<file path="config.mk">
export PLATFORM = sky130hd
export DESIGN_NAME = throttle_controller
export DESIGN_NICKNAME = d
export VERILOG_FILES = /design/src/rtl/throttle_controller.sv
export SDC_FILE = /design/constraint.sdc
export NUM_CORES = 1
export LEC_CHECK = 0
export CORE_ASPECT_RATIO = 2
export CORE_MARGIN = 5
export CORE_UTILIZATION = 40
export DETAILED_ROUTE_END_ITERATION = 7
export DONT_BUFFER_PORTS = 1
export PLACE_DENSITY = 0.58
export SYNTH_ARGS = -nofsm -noshare
export SYNTH_HDL_FRONTEND = slang
export SYNTH_SLANG_ARGS = --single-unit
</file>
<file path="constraint.sdc">
create_clock -name i_clk -period 7.6 [get_ports i_clk]
set_input_delay 1.52 -clock i_clk [delete_from_list [all_inputs] [get_ports i_clk]]
set_output_delay 1.52 -clock i_clk [all_outputs]
set_load 0.01 [all_outputs]
</file>
<file path="src/rtl/throttle_controller.sv">
// Throttle controller: turns decoded signed power samples into a rate-limited
// motor duty and direction, with a forward/brake/neutral/reverse interlock and loss-of-signal failsafe.
module throttle_controller #(
  parameter int K_RES   = 10,
  parameter int K_CNT_W = 16
) (
  input  logic                      i_clk,
  input  logic                      i_rst,
  input  logic signed [K_RES-1:0]   i_power,
  input  logic                      i_power_done,
  input  logic                      i_brake,
  input  logic                      i_timebase,
  input  logic                      i_enable,
  input  logic        [K_RES-2:0]   i_neutral_band,
  input  logic        [K_RES-2:0]   i_ramp_step,
  input  logic        [K_CNT_W-1:0] i_timeout,
  input  logic        [K_CNT_W-1:0] i_rev_dwell,
  output logic        [K_RES-2:0]   o_duty,
  output logic                      o_dir,
  output logic                      o_brake_active,
  output logic                      o_failsafe,
  output logic        [2:0]         o_state,
  output logic                      o_duty_valid
);

  localparam int MW = K_RES - 1;
  localparam logic [K_CNT_W-1:0] CNT_ONE = K_CNT_W'(1);
  localparam logic [K_RES-1:0]   PWR_ONE = K_RES'(1);

  typedef enum logic [2:0] {
    ST_IDLE    = 3'd0,
    ST_NEUTRAL = 3'd1,
    ST_FWD     = 3'd2,
    ST_BRAKE   = 3'd3,
    ST_REV     = 3'd4
  } state_e;

  state_e             state_q, state_d;
  logic [MW-1:0]      duty_q, duty_d;
  logic               dir_q, dir_d;
  logic               brake_q, brake_d;
  logic               failsafe_q, failsafe_d;
  logic               valid_q, valid_d;
  logic [K_CNT_W-1:0] dwell_q, dwell_d;
  logic [K_CNT_W-1:0] timeout_q, timeout_d;

  logic [K_RES-1:0]   pwr_u;
  logic [K_RES-1:0]   abs_full;
  logic [MW-1:0]      mag;
  logic [MW-1:0]      ramp_duty;
  logic               pwr_neg, is_neutral, is_pos, is_neg;
  logic               timeout_fire, sample_taken;

  // Magnitude saturates so the most negative code maps to full scale.
  always_comb begin
    pwr_u      = i_power;
    pwr_neg    = pwr_u[K_RES-1];
    abs_full   = pwr_neg ? (~pwr_u + PWR_ONE) : pwr_u;
    mag        = abs_full[K_RES-1] ? {MW{1'b1}} : abs_full[MW-1:0];
    is_neutral = (mag <= i_neutral_band);
    is_pos     = !pwr_neg && !is_neutral;
    is_neg     = pwr_neg && !is_neutral;
    // Increases are limited to one step per sample; decreases are immediate.
    if (mag > duty_q && i_ramp_step != '0 && (mag - duty_q) > i_ramp_step) begin
      ramp_duty = duty_q + i_ramp_step;
    end else begin
      ramp_duty = mag;
    end
  end

  // Fires only on the tick that makes the counter reach the limit; a sample in
  // the same cycle wins.
  assign timeout_fire = (i_timeout != '0) && i_timebase && !i_power_done &&
                        !(&timeout_q) && ((timeout_q + CNT_ONE) == i_timeout);
  assign sample_taken = i_enable && i_power_done;

  always_comb begin
    state_d    = state_q;
    duty_d     = duty_q;
    failsafe_d = failsafe_q;
    valid_d    = 1'b0;

    if (!i_enable) begin
      state_d = ST_IDLE;
      valid_d = i_power_done;
    end else if (i_power_done) begin
      valid_d = 1'b1;
      case (state_q)
        ST_IDLE: begin
          if (is_neutral) begin
            state_d    = ST_NEUTRAL;
            failsafe_d = 1'b0;
          end
        end
        ST_NEUTRAL: begin
          if (is_pos) begin
            state_d = ST_FWD;
          end else if (is_neg && dwell_q >= i_rev_dwell) begin
            state_d = ST_REV;
          end
        end
        ST_FWD: begin
          if (is_neg || i_brake) state_d = ST_BRAKE;
          else if (is_neutral)   state_d = ST_NEUTRAL;
        end
        ST_REV: begin
          if (is_pos || i_brake) state_d = ST_BRAKE;
          else if (is_neutral)   state_d = ST_NEUTRAL;
        end
        ST_BRAKE: begin
          if (is_neutral) state_d = ST_NEUTRAL;
        end
        default: state_d = ST_IDLE;
      endcase
    end else if (timeout_fire) begin
      state_d    = ST_IDLE;
      failsafe_d = 1'b1;
      valid_d    = 1'b1;
    end

    if (state_d != ST_FWD && state_d != ST_REV) begin
      duty_d = '0;
    end else if (sample_taken) begin
      duty_d = ramp_duty;
    end
    dir_d   = (state_d == ST_REV);
    brake_d = (state_d == ST_BRAKE);

    timeout_d = timeout_q;
    if (i_power_done) begin
      timeout_d = '0;
    end else if (i_timebase && !(&timeout_q)) begin
      timeout_d = timeout_q + CNT_ONE;
    end

    dwell_d = dwell_q;
    if (state_d == ST_NEUTRAL && state_q != ST_NEUTRAL) begin
      dwell_d = '0;
    end else if (state_q == ST_NEUTRAL && i_timebase && !(&dwell_q)) begin
      dwell_d = dwell_q + CNT_ONE;
    end
  end

  always_ff @(posedge i_clk) begin
    if (i_rst) begin
      state_q    <= ST_IDLE;
      duty_q     <= '0;
      dir_q      <= 1'b0;
      brake_q    <= 1'b0;
      failsafe_q <= 1'b1;
      valid_q    <= 1'b0;
      dwell_q    <= '0;
      timeout_q  <= '0;
    end else begin
      state_q    <= state_d;
      duty_q     <= duty_d;
      dir_q      <= dir_d;
      brake_q    <= brake_d;
      failsafe_q <= failsafe_d;
      valid_q    <= valid_d;
      dwell_q    <= dwell_d;
      timeout_q  <= timeout_d;
    end
  end

  assign o_duty         = duty_q;
  assign o_dir          = dir_q;
  assign o_brake_active = brake_q;
  assign o_failsafe     = failsafe_q;
  assign o_state        = state_q;
  assign o_duty_valid   = valid_q;

endmodule

</file>
==> results.cfg, run 1 <==
[outcome]
status = complete, no violations

[yosys]
synthTopCellsByCount = nor2_1, ha_1, inv_1, dfxtp_1, nand2_1
synth_cell_types = 66
synth_top_cell_area_share_pct = 20.7
postSynthCellCount = 589
synth_edf_count = 0
yosysWarnings = 0
async_flop_share_pct = 0
synth_ff_type = dfxtp_1
yosysMostFrequentCell = nor2_1
yosysSeqAreaShare_pct = 20.7
syn-cell-area_sq_mm = 0.00463
synth-seq-cells = 48
syn_avg_cell_area_sq_um = 7.87
synthTopCellsByArea = dfxtp_1, ha_1, xor2_1
yosys.area.top_type = dfxtp_1
synth_nets = 711

[sta]
min_period_ns = 5.95
fmax_mhz = 168
skew_ns = 0.00609
worst_pin_slew_ns = 1.16
hold_viol = 0
fin_crit_sh_pct = 78.4
final.setup.tns_ns = 0
final-setup-viol-count = 0
hold_ws_ns = 0.557
finalMaxSlewViolations = 0
rsz0062_at_grt = false
relSlewSlack_pct = 22.4

[route]
ant_nets = 0
drtPass1Iterations = 4
drt_iter0_drc = 122
wire_per_inst_um = 17.7
drc_errors = 0
vias = 4101
wirelength_mm = 12.9
via_per_inst = 5.66

[clock_tree]
hold_buffers = 0
cts-resized-gates = 0
htree_levels = 2
post_cts_buffers = 0
numCtsBuffers = 5
clock-root-buffer = clkbuf_16
clockBufferDepth = 2
clk_pin_slew_worst_paths_ns = 0.07
tritoncts = done
cts_sinks = 48
clk_latency_ns = 0.29

[global_route]
globalRoute.totalOverflow = 0
grt_max_degree = 22
antenna_found_initial = 0
gr-usage-all-layers_pct = 18.8
grt_pass1_wl_mm = 20.6
grt_pass1_vias = 4155

[place]
place_congestion = 0.886
place_area_sq_mm = 0.00476
place_hpwl_mm = 10.8
port_buffers = 0

[final_layout]
antenna_cells = 0
drive_above_1_share_pct = 4.63
post-route-cell-area_sq_mm = 0.00489
fillCellCount = 1177
area_delta_synth_final_pct = 5.59
finalNetCount = 705

[worst_setup_path]
cp-start-kind = primary input
critPathKind = primary input to flop
cp_max_fo = 15
critPathMostFrequentCell = o21ai_0
worstPathCellList = nor4_1 > and2_1 > nand3_1 > o211a_1 > fa_1 > nor2b_1 > o21ai_0 > nand2b_1 > inv_1 > o21ai_0 > nor2_1 > xnor2_1 > ha_1 > o21a_1 > o32ai_1 > a211oi_1 > o21ai_0 > a21oi_1 > mux2i_1 > nor2_1 > a21oi_1 > nor3_1
cp_slowest_stage_delay_ns = 0.90
cp-end-kind = flop
crit_arrival_ns = 6.11
crit_slowest_cell = a21oi_1
cp.required_ns = 7.76

[hold_path]
worstHoldPathType = flop to flop

[flow_run]
cap_violations = 0

[die]
chipWidth_um = 86.1
die-height_um = 162
ios = 82
die_area_sq_mm = 0.0140
initial_core_util_pct = 40.8
num_rows = 55
core-area_sq_mm = 0.0114

[power]
p_leak_nw = 1.99
vdd.ir_drop.worst_uv = 125
power.total_mw = 0.635
p_per_area_mw_per_mm2 = 130
[critical path: cells and delay by family]
family	cells	cell delay [ns]
AO/OA/AOI/OAI	9	2.09
XOR/XNOR	1	0.12
buffers and inverters	1	0.05
AND/OR/NAND/NOR	8	1.29
adder cells (fa/ha/maj)	2	0.76
multiplexers	1	0.28
[per-layer routing]
layer  track usage (%)  up-vias  routed length [um]
met5                 0        -                   0
met4              8.65        0                 503
met3              3.20       30                 537
met2              38.4       97                7580
met1              16.9     1908                4250
li1                  -     2066                   -
[registers in the layout, summed over array words and instances, names as in the netlist]
| signal | cells |
|---|---|
| dwell_q | 16 |
| o_duty_valid | 1 |
| o_failsafe | 1 |
| timeout_q | 16 |
| o_duty | 9 |
| o_brake_active | 1 |
| o_state | 3 |
| o_dir | 1 |
[report_power, final]
group | total (mW) | internal [mW] | switching (mW)
clock | 0.220 | 0.120 | 0.100
sequential | 0.256 | 0.253 | 0.00269
combinational | 0.159 | 0.0663 | 0.0925
total | 0.635 | 0.439 | 0.196
[path summary, 6_finish.rpt]
path | from | end | slack, ns | cells after the start
max | i_power[5] | o_duty[3] | 1.65 | 22
min | dwell_q[10] | dwell_q[10] | 0.56 | 2
max reg2reg | o_duty[1] | o_duty[3] | 3.19 | 17
min reg2reg | dwell_q[10] | dwell_q[10] | 0.56 | 2
[metrics by stage]
| step | std cells | utilization (%) | setup WS [ns] |
|---|---|---|---|
| 2_1_floorplan | 589 | - | 2.12 |
| 3_3_place_gp | 718 | 41.9 | 1.49 |
| 3_5_place_dp | 718 | 41.9 | 1.42 |
| 4_1_cts | 725 | 43.1 | 1.70 |
| 5_1_grt | 725 | 43.1 | 1.16 |
| 6_report | 725 | 43.1 | 1.65 |
[logic make-up (layout without fill, tap and decap cells)]
group | Yosys count | in the layout | synth area share [%]
compound gates | 115 | 115 | 17.2
xor+xnor | 64 | 64 | 12.3
fa+ha+maj | 56 | 56 | 15.4
buf+inv | 68 | 62 | 5.75
flops | 48 | 48 | 20.7
mux | 10 | 10 | 2.19
simple gates | 228 | 228 | 26.4
[area by class of cell]
type / count / area (sq um) / area share, %
multi-input combinational: 473 / 3410 / 69.6
tap: 142 / 178 / 3.63
clock buffer: 5 / 125 / 2.56
timing repair buffer: 1 / 7.51 / 0.153
inverter: 54 / 203 / 4.14
clock inverter: 2 / 12.5 / 0.256
sequential: 48 / 961 / 19.6
[layout by cell type (no fill, tap or decap), types with 3 or more instances in the layout]
cell	instances
nand3_1	14
and3_1	5
o21ai_0	20
mux2i_1	9
ha_1	54
xnor2_1	29
o22ai_1	3
nand4_1	15
a31oi_1	5
clkbuf_16	5
or2_2	3
a21o_1	8
a211oi_1	13
or3_1	5
o21bai_1	4
nand2_1	47
and4_1	3
nand2b_1	9
nor3_1	22
nor3b_1	5
xor2_1	34
dfxtp_1	48
o31ai_1	4
inv_1	54
nor4_1	7
a21oi_1	29
and2_1	4
nor2_1	64
nor2b_1	10
o21a_1	4
Power figures use the tool's default switching activity.
==> inputs of run 2 (changes only) <==
==> constraint.sdc (replaced) <==
create_clock -name i_clk -period 6.2 [get_ports i_clk]
set_input_delay 1.24 -clock i_clk [delete_from_list [all_inputs] [get_ports i_clk]]
set_output_delay 1.24 -clock i_clk [all_outputs]
set_load 0.01 [all_outputs]
==> results.cfg, run 2 (synthesis gave the netlist of run 1 again) <==
[outcome]
status = complete, no violations

[place]
port_buffers = 0
place_congestion = 0.895
dp_cells = 720
place_hpwl_mm = 10.8

[clock_tree]
clock-root-buffer = clkbuf_16
clockBufferDepth = 2
clk_pin_slew_worst_paths_ns = 0.07
htree_levels = 2
numCtsBuffers = 5
tritoncts = done
hold_buffers = 0
cts-resized-gates = 0
cts_sinks = 48
clk_latency_ns = 0.29
post_cts_buffers = 0

[final_layout]
area_delta_synth_final_pct = 6.13
finalNetCount = 707
fin_cells = 727
drive_above_1_share_pct = 4.96
antenna_cells = 0
layout_common_cells = nor2_1, inv_1, ha_1
final_common_cell = nor2_1
fillCellCount = 1196

[die]
die_area_sq_mm = 0.0140
initial_core_util_pct = 40.8
ios = 82
die-height_um = 162
core-area_sq_mm = 0.0114
chipWidth_um = 86.1
num_rows = 55

[global_route]
grt_max_degree = 22
gr-usage-all-layers_pct = 19.1
grt_pass1_wl_mm = 21.0
globalRoute.totalOverflow = 0
antenna_found_initial = 0
grt_pass1_vias = 4236

[route]
ant_nets = 0
top_layer = met4
wl_met1_mm = 4.36
vias = 4098
wire_per_inst_um = 17.7
route.met3.wl_um = 549
drtPass1Iterations = 4
wirelength_mm = 12.9
via_per_inst = 5.64
wl_met2_mm = 7.18
drt_iter0_drc = 108
drc_errors = 0

[worst_setup_path]
cp-start-kind = primary input
critPathKind = primary input to flop
crit_slowest_cell = fa_1
cp.required_ns = 6.36
critPathMostFrequentCell = o21ai_0
cp-end-kind = flop
worstPathCellList = nor4_1 > and2_1 > nand3_1 > o211a_1 > fa_1 > nor2b_1 > o21ai_0 > nand2b_1 > inv_1 > o21ai_0 > nor2_1 > xnor2_1 > ha_1 > o21a_1 > o32ai_1 > a211oi_1 > o21ai_0 > a21oi_1 > buf_4 > mux2i_1 > nor2_1 > a21oi_1 > nor3_1
cp_max_fo = 15
cp_slowest_stage_delay_ns = 0.44
crit_arrival_ns = 5.15

[sta]
hold_viol = 0
fmax_mhz = 200
fin_crit_sh_pct = 80.5
rsz0062_at_grt = false
finalMaxSlewViolations = 0
skew_ns = 0.00509
worst_pin_slew_ns = 0.788
min_period_ns = 4.99
final.setup.tns_ns = 0
relSlewSlack_pct = 46.9
hold_ws_ns = 0.559
final-setup-viol-count = 0

[power]
power.total_mw = 0.793
p_int_mw = 0.554
p_leak_nw = 2.01
sequentialPowerShare_pct = 39.5
combPwrFrac_pct = 25.0
clkPwrFrac_pct = 35.4
p_per_area_mw_per_mm2 = 161
swShare_pct = 30.1
vdd.ir_drop.worst_uv = 168
p_switching_mw = 0.239

[hold_path]
worstHoldPathType = flop to flop

[flow_run]
cap_violations = 0
[run 2: cell count changes in the layout (fill, tap and decap cells not counted), sizes merged]
cell	before	now
buf	1	3
clkbuf	5	6
clkinvlp	1	0
[run 2: metrics by stage]
step	area (sq um)	worst slack, ns	utilization, %
6_report	4920	1.21	43.3
2_1_floorplan	4630	1.00	-
4_1_cts	4920	1.22	43.3
3_5_place_dp	4770	0.913	42.0
3_3_place_gp	4770	0.959	42.0
5_1_grt	4920	0.694	43.3
[run 2: power groups by stage]
stage	Combinational, mW	Clock [mW]	Sequential [mW]
finish	0.199	0.281	0.313
CTS	0.200	0.290	0.313
floorplan	0.154	0	0.320
global placement	0.195	0	0.321
detailed placement	0.199	0	0.321
global route	0.224	0.304	0.314
[run 2: cell type report]
| class | count | area (sq um) | share of cell area (%) |
|---|---|---|---|
| well taps | 142 | 178 | 3.61 |
| clock buffers | 6 | 139 | 2.82 |
| flip-flops and latches | 48 | 961 | 19.5 |
| repair buffers | 3 | 22.5 | 0.458 |
| clock inverters | 1 | 8.76 | 0.178 |
| multi-input cells | 473 | 3410 | 69.3 |
| inverters | 54 | 203 | 4.12 |
[run 2: path summary, 6_finish.rpt]
check	start	to	slack, ns	depth (start not counted)
max	i_power[5]	o_duty[4]	1.21	23
min	dwell_q[5]	dwell_q[5]	0.56	2
max reg2reg	o_duty[1]	o_duty[4]	2.47	18
min reg2reg	dwell_q[5]	dwell_q[5]	0.56	2
[run 2: routing by layer]
metal	global-route usage, %	up-vias
li1	-	2069
met1	17.4	1899
met2	36.7	91
met3	3.50	39
met4	12.7	0
met5	0	-
[run 2: worst max-delay path: cells and delay by family]
kind	cells	cell delay [ns]
simple gates	8	1.26
compound gates	9	1.26
fa+ha+maj	2	0.77
buf+inv	2	0.27
mux	1	0.20
xor+xnor	1	0.13
==> inputs of run 3 (changes only) <==
==> constraint.sdc (replaced) <==
create_clock -name i_clk -period 5.2 [get_ports i_clk]
set_input_delay 1.04 -clock i_clk [delete_from_list [all_inputs] [get_ports i_clk]]
set_output_delay 1.04 -clock i_clk [all_outputs]
set_load 0.01 [all_outputs]
==> results.cfg, run 3 (synthesis gave the netlist of run 1 again) <==
[final_layout]
area_delta_synth_final_pct = 7.42
multi_input_area_sq_mm = 0.00343
antenna_cells = 0
fin_util_pct = 43.8
final_common_cell = nor2_1
fillCellCount = 1177
seq_area_sq_um = 961
fin_cells = 733
layout_common_cells = nor2_1, inv_1, ha_1
finalNetCount = 712
drive_above_1_share_pct = 6.43

[hold_path]
worstHoldPathType = flop to flop
hp-start = dwell_q[15]
hold_end = dwell_q[15]
min_path_cells = 2

[route]
drt_iter0_drc = 105
drtPass1Iterations = 4
via_per_inst = 5.74
vias = 4208
ant_nets = 0
wirelength_mm = 13.2
wire_per_inst_um = 18.0
drc_errors = 0

[place]
place_congestion = 0.906
place_hpwl_mm = 11.2
dp_cells = 725
port_buffers = 0
post-place-ws_ns = 0.0298

[worst_setup_path]
critPathMostFrequentCell = o21ai_0
cp_max_fo = 15
cp_slowest_stage_delay_ns = 0.41
r2r.worst_path.cells = 18
cp.required_ns = 5.36
worstPathCellList = nor4_2 > and2_4 > a31oi_2 > ha_1 > fa_1 > nor2b_1 > o21ai_0 > nand2b_1 > inv_1 > o21ai_0 > nor2_1 > xnor2_1 > ha_1 > o21a_1 > o32ai_1 > a211oi_1 > o21ai_0 > a21oi_1 > buf_4 > mux2i_1 > nor2_1 > a21oi_1 > nor3_1
path_buf_inv = 2
crit_family = compound AO/OA/AOI/OAI gates
cp-start-kind = primary input
r2r-end = o_duty[0]
crit_slowest_cell = fa_1
cp-end-kind = flop
critPathKind = primary input to flop
crit_arrival_ns = 4.93
reg2reg_slack_ns = 1.42
timing.rr.start = o_duty[1]

[clock_tree]
clk_pin_slew_worst_paths_ns = 0.07
clock-root-buffer = clkbuf_16
cts_sinks = 48
numCtsBuffers = 5
post_cts_buffers = 0
clk_latency_ns = 0.29
hold_buffers = 0
htree_levels = 2
clockBufferDepth = 2
tritoncts = done
cts-resized-gates = 0

[power]
vdd.ir_drop.worst_uv = 188
p_per_area_mw_per_mm2 = 192
p_leak_nw = 2.03

[die]
die-height_um = 162
die_area_sq_mm = 0.0140
num_rows = 55
ios = 82
chipWidth_um = 86.1
core-area_sq_mm = 0.0114
initial_core_util_pct = 40.8

[sta]
skew_ns = 0.00698
rsz0062_at_grt = false
fmax_mhz = 210
final.setup.tns_ns = 0
fin_ws_ns = 0.427
fin_crit_sh_pct = 91.8
final-setup-viol-count = 0
worst_pin_slew_ns = 0.819
hold_viol = 0
relSlewSlack_pct = 44.9
finalMaxSlewViolations = 0
min_period_ns = 4.77

[global_route]
antenna_found_initial = 0
grt_max_degree = 22
globalRoute.totalOverflow = 0
grt_pass1_wl_mm = 20.9
grt_pass1_vias = 4297
gr-usage-all-layers_pct = 18.9

[outcome]
status = complete, no violations

[flow_run]
cap_violations = 0
run 3: per-stage QoR:
stage	area [sq um]	hold slack, ns	power, mW
final	4980	0.563	0.955
after detailed placement	4810	0.544	0.627
after CTS	4960	0.562	0.966
after floorplan	4630	0.496	0.565
after global placement	4810	0.529	0.623
after global routing	4980	0.586	1.01
run 3: cell type report:
| type | count | share of cell area [%] |
|---|---|---|
| inverter | 54 | 4.07 |
| clock buffer | 7 | 2.87 |
| multi-input combinational | 473 | 68.8 |
| timing repair buffer | 8 | 1.21 |
| sequential | 48 | 19.3 |
| clock inverter | 1 | 0.151 |
| tap | 142 | 3.57 |
run 3: worst max path at each step:
stage,startpoint,endpoint,slack [ns],cells after the start
final,i_power[5],o_duty[2],0.43,23
after global routing,i_power[5],o_duty[2],0.02,23
after CTS,i_power[5],o_duty[0],0.32,22
after detailed placement,i_power[5],o_duty[0],0.03,22
after global placement,i_power[5],o_duty[0],0.06,22
after floorplan,i_power[9],o_duty[7],0.20,23
run 3: power by group:
part / leakage, nW / internal (mW) / total, mW / switching [mW]
Clock: 0.0701 / 0.192 / 0.334 / 0.143
Sequential: 0.387 / 0.370 / 0.374 / 0.00406
Combinational: 1.58 / 0.105 / 0.246 / 0.141
run 3: worst register-to-register path, stage by stage (launching register included):
cell       delay (ns)
dfxtp_1          0.54
inv_1            0.16
ha_1             0.33
nor2b_1          0.19
o2111ai_1        0.17
a21oi_1          0.24
nor2_1           0.09
xnor2_1          0.31
ha_1             0.32
o21a_1           0.17
o32ai_1          0.13
a211oi_1         0.08
o21ai_0          0.10
a21oi_1          0.07
buf_4            0.20
or2_2            0.28
a21oi_1          0.14
a21oi_1          0.06
nor3_1           0.13
run 3: per-layer routing:
layer  vias to the layer above  track usage [%]  wire length (um)
li1                       2087                -                 -
met1                      1948             17.2              4300
met2                       137             38.1              7600
met3                        36             2.49               582
met4                         0             10.7               694
met5                         -                0                 0
